[src/rtl/aes_round_key_store.sv]
// Word-serial AES-128 key loader and 11-entry round-key store with registered read port.
// Optional ROUND_KEY_STORE_ZEROIZE_EN adds a synchronous zeroize input that wipes all key material.
module aes_round_key_store #(
  parameter int PIPE_LAT = 10
) (
  input  logic           clk,
  input  logic           rst,
`ifdef ROUND_KEY_STORE_ZEROIZE_EN
  input  logic           zeroize,
`endif
  input  logic           key_in_valid,
  output logic           key_in_ready,
  input  logic [31:0]    key_in,
  output logic [127:0]   key,
  output logic           key_active,
  input  logic [1407:0]  rk_flat,
  input  logic [3:0]     rk_idx,
  output logic [127:0]   rk_out,
  output logic           keys_ready
);

  // state   | meaning
  // IDLE    | no key loaded, waiting for word 0
  // LOAD    | collecting words 1..3
  // SETTLE  | expansion pipeline settling on new key
  // CAPTURE | latch all round keys into the store
  // READY   | store valid, a new word 0 starts a reload
  typedef enum logic [2:0] {IDLE, LOAD, SETTLE, CAPTURE, READY} state_t;

  localparam int CW = (PIPE_LAT > 1) ? $clog2(PIPE_LAT) : 1;
  localparam logic [CW-1:0] SETTLE_LAST = CW'(PIPE_LAT - 1);

  state_t          state;
  logic [1:0]      word_cnt;
  logic [CW-1:0]   settle_cnt;
  logic [31:0]     slot [4];
  logic [127:0]    store [11];
  logic            accept;
  logic            zero_req;

  assign accept = key_in_valid & key_in_ready;

`ifdef ROUND_KEY_STORE_ZEROIZE_EN
  assign zero_req = zeroize;
`else
  assign zero_req = 1'b0;
`endif

  always_ff @(posedge clk or posedge rst) begin
    if (rst) begin
      state        <= IDLE;
      word_cnt     <= '0;
      settle_cnt   <= '0;
      key          <= '0;
      key_in_ready <= 1'b1;
      key_active   <= 1'b0;
      keys_ready   <= 1'b0;
      for (int i = 0; i < 4; i++) slot[i] <= '0;
      for (int i = 0; i < 11; i++) store[i] <= '0;
    end else if (zero_req) begin
      // wipe beats any word offered on the same edge
      state        <= IDLE;
      word_cnt     <= '0;
      settle_cnt   <= '0;
      key          <= '0;
      key_in_ready <= 1'b1;
      key_active   <= 1'b0;
      keys_ready   <= 1'b0;
      for (int i = 0; i < 4; i++) slot[i] <= '0;
      for (int i = 0; i < 11; i++) store[i] <= '0;
    end else begin
      case (state)
        IDLE, READY: begin
          if (accept) begin
            slot[0]    <= key_in;
            word_cnt   <= 2'd1;
            keys_ready <= 1'b0;
            state      <= LOAD;
          end
        end
        LOAD: begin
          if (accept) begin
            slot[word_cnt] <= key_in;
            word_cnt       <= word_cnt + 2'd1;
            if (word_cnt == 2'd3) begin
              // key only changes once the whole key is present
              key          <= {slot[0], slot[1], slot[2], key_in};
              settle_cnt   <= '0;
              key_in_ready <= 1'b0;
              key_active   <= 1'b1;
              state        <= SETTLE;
            end
          end
        end
        SETTLE: begin
          settle_cnt <= settle_cnt + 1'b1;
          if (settle_cnt == SETTLE_LAST) begin
            key_active <= 1'b0;
            state      <= CAPTURE;
          end
        end
        CAPTURE: begin
          for (int i = 0; i < 11; i++) store[i] <= rk_flat[128*i +: 128];
          keys_ready   <= 1'b1;
          key_in_ready <= 1'b1;
          state        <= READY;
        end
        default: state <= IDLE;
      endcase
    end
  end

  always_ff @(posedge clk or posedge rst) begin
    if (rst) begin
      rk_out <= '0;
    end else if (zero_req) begin
      rk_out <= '0;
    end else if (rk_idx <= 4'd10) begin
      rk_out <= store[rk_idx];
    end else begin
      rk_out <= '0;
    end
  end

endmodule

[config.mk]
export PLATFORM = sky130hd
export DESIGN_NAME = aes_round_key_store
export DESIGN_NICKNAME = d
export VERILOG_FILES = /design/src/rtl/aes_round_key_store.sv
export SDC_FILE = /design/constraint.sdc
export NUM_CORES = 2
export LEC_CHECK = 0
export CAP_MARGIN = 20
export CORE_AREA = 2 2 655 657
export DETAILED_ROUTE_END_ITERATION = 12
export DIE_AREA = 0 0 657 659
export SLEW_MARGIN = 40
export SYNTH_ARGS = -nofsm -noshare
export SYNTH_HDL_FRONTEND = slang
export SYNTH_SLANG_ARGS = --single-unit
[constraint.sdc]
create_clock -name clk -period 126.8 [get_ports clk]
set_clock_uncertainty 0.15 [all_clocks]
set_input_delay 25.36 -clock clk [delete_from_list [all_inputs] [get_ports clk]]
set_output_delay 25.36 -clock clk [all_outputs]
set_load 0.01 [all_outputs]
==> impl_metrics.sql <==
INSERT INTO impl_metrics (metric_group, metric, value, unit) VALUES
('outcome', 'status', 'complete, no violations', ''),
('clock_network', 'cts_setup_buffers', '0', ''),
('logic_synthesis', 'syn-instance-count', '7947', ''),
('power_and_ir_drop', 'share_seq_of_total_power', '44.3', '%'),
('worst_setup_path', 'path_max_fanout', '124', ''),
('sta', 'achievable-frequency', '0.0335', 'GHz'),
('placed_design', 'place_congestion', '0.930', ''),
('clock_network', 'cts_buffers', '206', ''),
('clock_network', 'numClockSinks', '1772', ''),
('floorplanning', 'width_of_the_die', '657', 'µm'),
('logic_synthesis', 'yosys_warnings', '0', ''),
('cells_and_area', 'fin_nets', '10900', ''),
('routing', 'wl', '407000', 'µm'),
('logic_synthesis', 'synth_nets', '9400', ''),
('routing', 'wl_per_cell', '26.1', 'µm'),
('floorplanning', 'io_pins', '1706', ''),
('worst_setup_path', 'setup.reg_to_reg.worst_slack', '120810', 'ps'),
('sta', 'share_of_the_cycle_needed_by_the_critical_path_after_routing', '23.6', '%'),
('routing', 'firstDrtPassIters', '6', ''),
('sta', 'totalNegativeSetupSlack', '0', 'ps'),
('worst_setup_path', 'worst_setup_path_endpoint', 'store[555]', ''),
('worst_setup_path', 'worstPathBufferInverterCount', '10', ''),
('floorplanning', 'dieArea', '0.433', 'mm²'),
('clock_network', 'cts_hold_repair.buffers', '0', ''),
('routing', 'drc', '0', ''),
('power_and_ir_drop', 'power_frac_comb', '28.4', '%'),
('floorplanning', 'floorplan.initialDensity', '17.8', '%'),
('placed_design', 'portBuffers', '1705', ''),
('logic_synthesis', 'synth_seq_area_share', '58.3', '%'),
('cells_and_area', 'area_delta_synth_final', '41.0', '%'),
('worst_setup_path', 'timing.rr.end', 'store[680]', ''),
('power_and_ir_drop', 'p_switching', '829', 'µW'),
('sta', 'post-route-min-period', '29890', 'ps'),
('logic_synthesis', 'synth-seq-cells', '1772', ''),
('sta', 'layout_setup_ws', '96910', 'ps'),
('sta', 'finalHoldViolCount', '0', ''),
('flow_run', 'drv.max_cap_violation_count', '0', ''),
('cells_and_area', 'fillers', '45900', ''),
('cells_and_area', 'drive_above_1_share', '8.77', '%'),
('global_route', 'overflow', '0', ''),
('clock_network', 'maximum_level_of_the_cts_h_tree', '4', ''),
('worst_setup_path', 'worst_setup_path_startpoint', 'rst', ''),
('clock_network', 'cts.path.max_buffers', '4', ''),
('sta', 'slew-limit-headroom', '38.4', '%'),
('power_and_ir_drop', 'clkPwrFrac', '27.3', '%'),
('logic_synthesis', 'synth-edff-count', '0', ''),
('power_and_ir_drop', 'leakagePower', '0.0487', 'µW'),
('min_path', 'min_delay_path_class', 'reg -> reg', ''),
('floorplanning', 'row_count', '240', ''),
('worst_setup_path', 'rr_startpoint', 'state[2]', ''),
('global_route', 'grt.total_usage', '18.1', '%'),
('global_route', 'first_global_vias', '65400', ''),
('logic_synthesis', 'distinct_cell_type_count_after_synthesis', '41', ''),
('global_route', 'grt_max_degree', '200', ''),
('clock_network', 'cts.repair.resized', '0', ''),
('worst_setup_path', 'critical-path-slowest-cell', 'buf_6', ''),
('routing', 'drt-vias-per-instance', '4.21', ''),
('worst_setup_path', 'timing.setup.critical_path_class', 'in -> async', ''),
('power_and_ir_drop', 'design_power_total', '2350', 'µW'),
('worst_setup_path', 'crit_arrival', '30720', 'ps'),
('cells_and_area', 'layout_commonest_cell', 'nand2_1', ''),
('worst_setup_path', 'max_stage_delay', '650', 'ps'),
('sta', 'finalSetupViolCount', '0', ''),
('clock_network', 'tritoncts', 'built', ''),
('logic_synthesis', 'synth_ff_type', 'dfrtp_1', ''),
('floorplanning', 'floorplan.die.height', '659', 'µm'),
('worst_setup_path', 'cell_chain_critical_path', 'clkdlybuf4s50_1 > inv_8 > buf_6 > buf_12 > buf_6 > buf_12 > buf_16 > buf_6 > buf_12 > buf_16', ''),
('floorplanning', 'fp.coreArea', '0.426', 'mm²'),
('sta', 'unrepaired_setup_endpoints_after_global_routing', 'no', ''),
('placed_design', 'detailedPlace.worstSlack', '95800', 'ps'),
('sta', 'final_max_slew_viol_count', '0', '');
[cell type report]
cell class / count / area [µm²] / share of cell area [%]
Clock inverter: 88 / 1220 / 1.14
Sequential cell: 1772 / 44300 / 41.4
Antenna cell: 250 / 626 / 0.584
Clock buffer: 291 / 6020 / 5.62
Multi-Input combinational cell: 5660 / 29400 / 27.4
Tap cell: 5687 / 7120 / 6.64
Inverter: 5 / 33.8 / 0.0315
Timing Repair Buffer: 1824 / 18400 / 17.2
[sequential cells by signal (all words and copies together), names as in the netlist]
signal and flops:
rk_out 128, state 3, key_in_ready 1, keys_ready 1
settle_cnt 4, slot 96, key 128, word_cnt 2
key_active 1, store 1408
[worst min path at each step]
| stage | startpoint | to | slack, ps | cells past startpoint |
|---|---|---|---|---|
| 6_report | store[631] | store[631] | 320 | 2 |
| 5_1_grt | store[208] | store[208] | 340 | 2 |
| 4_1_cts | store[444] | store[444] | 320 | 2 |
| 3_5_place_dp | store[444] | store[444] | 310 | 2 |
| 3_3_place_gp | store[545] | store[545] | 300 | 2 |
| 2_1_floorplan | store[512] | store[512] | 290 | 2 |
[cells by family (layout without fill, tap and decap cells)]
kind of cell             after synthesis  after routing  synth area share (%)
buffers and inverters                515           2208                  3.24
adder cells (fa/ha/maj)                6              6                0.0988
AND/OR/NAND/NOR                     4390           4390                  21.8
other                                  0            250                     0
multiplexers                         736            736                  12.4
AO/OA/AOI/OAI                        526            526                  4.12
flip-flops                          1772           1772                  58.3
XOR/XNOR                               2              2                0.0231
[worst min-delay path, delay by kind of cell (launching register included)]
family	cells	cell delay (ps)
flip-flops	1	330
AND/OR/NAND/NOR	2	100
[power groups by stage]
stage / sequential, µW / combinational (µW) / clock, µW
finish: 1040 / 666 / 641
global route: 1060 / 748 / 674
CTS: 1030 / 674 / 652
detailed placement: 1040 / 669 / 0
global placement: 1040 / 653 / 0
floorplan: 974 / 392 / 0
[per-stage QoR]
stage / area [µm²] / hold WS (ps) / utilization [%] / instances
6_report: 107000 / 321 / 25.2 / 15600
3_5_place_dp: 99100 / 307 / 23.3 / 14900
3_3_place_gp: 98800 / 303 / 23.2 / 14900
2_1_floorplan: 76000 / 290 / - / 7947
5_1_grt: 107000 / 339 / 25.1 / 15500
4_1_cts: 106000 / 322 / 25.0 / 15300
[synth_stat cells, drive strengths merged (2+ instances only)]
master	n	area share, %
nand2	4238	21
dfrtp	1771	58
mux2i	384	5.1
buf	280	2.1
o21ai	260	1.7
clkbuf	230	1.1
mux2	224	3.5
a21oi	130	0.86
nor2	129	0.64
a221oi	128	1.5
mux4	128	3.8
ha	6	0.099
nand3	6	0.056
inv	5	0.025
nand2b	4	0.033
and2	3	0.025
a21o	2	0.020
a31oi	2	0.016
and2b	2	0.023
nor3	2	0.020
o31a	2	0.023
xnor2	2	0.023
[layer usage]
| metal | track usage, % | vias up | part of all wire (%) |
|---|---|---|---|
| li1 | - | 28800 | - |
| met1 | 20.8 | 33000 | 38 |
| met2 | 28.9 | 2875 | 46 |
| met3 | 6.40 | 744 | 9.6 |
| met4 | 10.7 | 86 | 6.3 |
| met5 | 0 | - | 0.13 |
No activity file was read; power rests on OpenSTA's default activity.
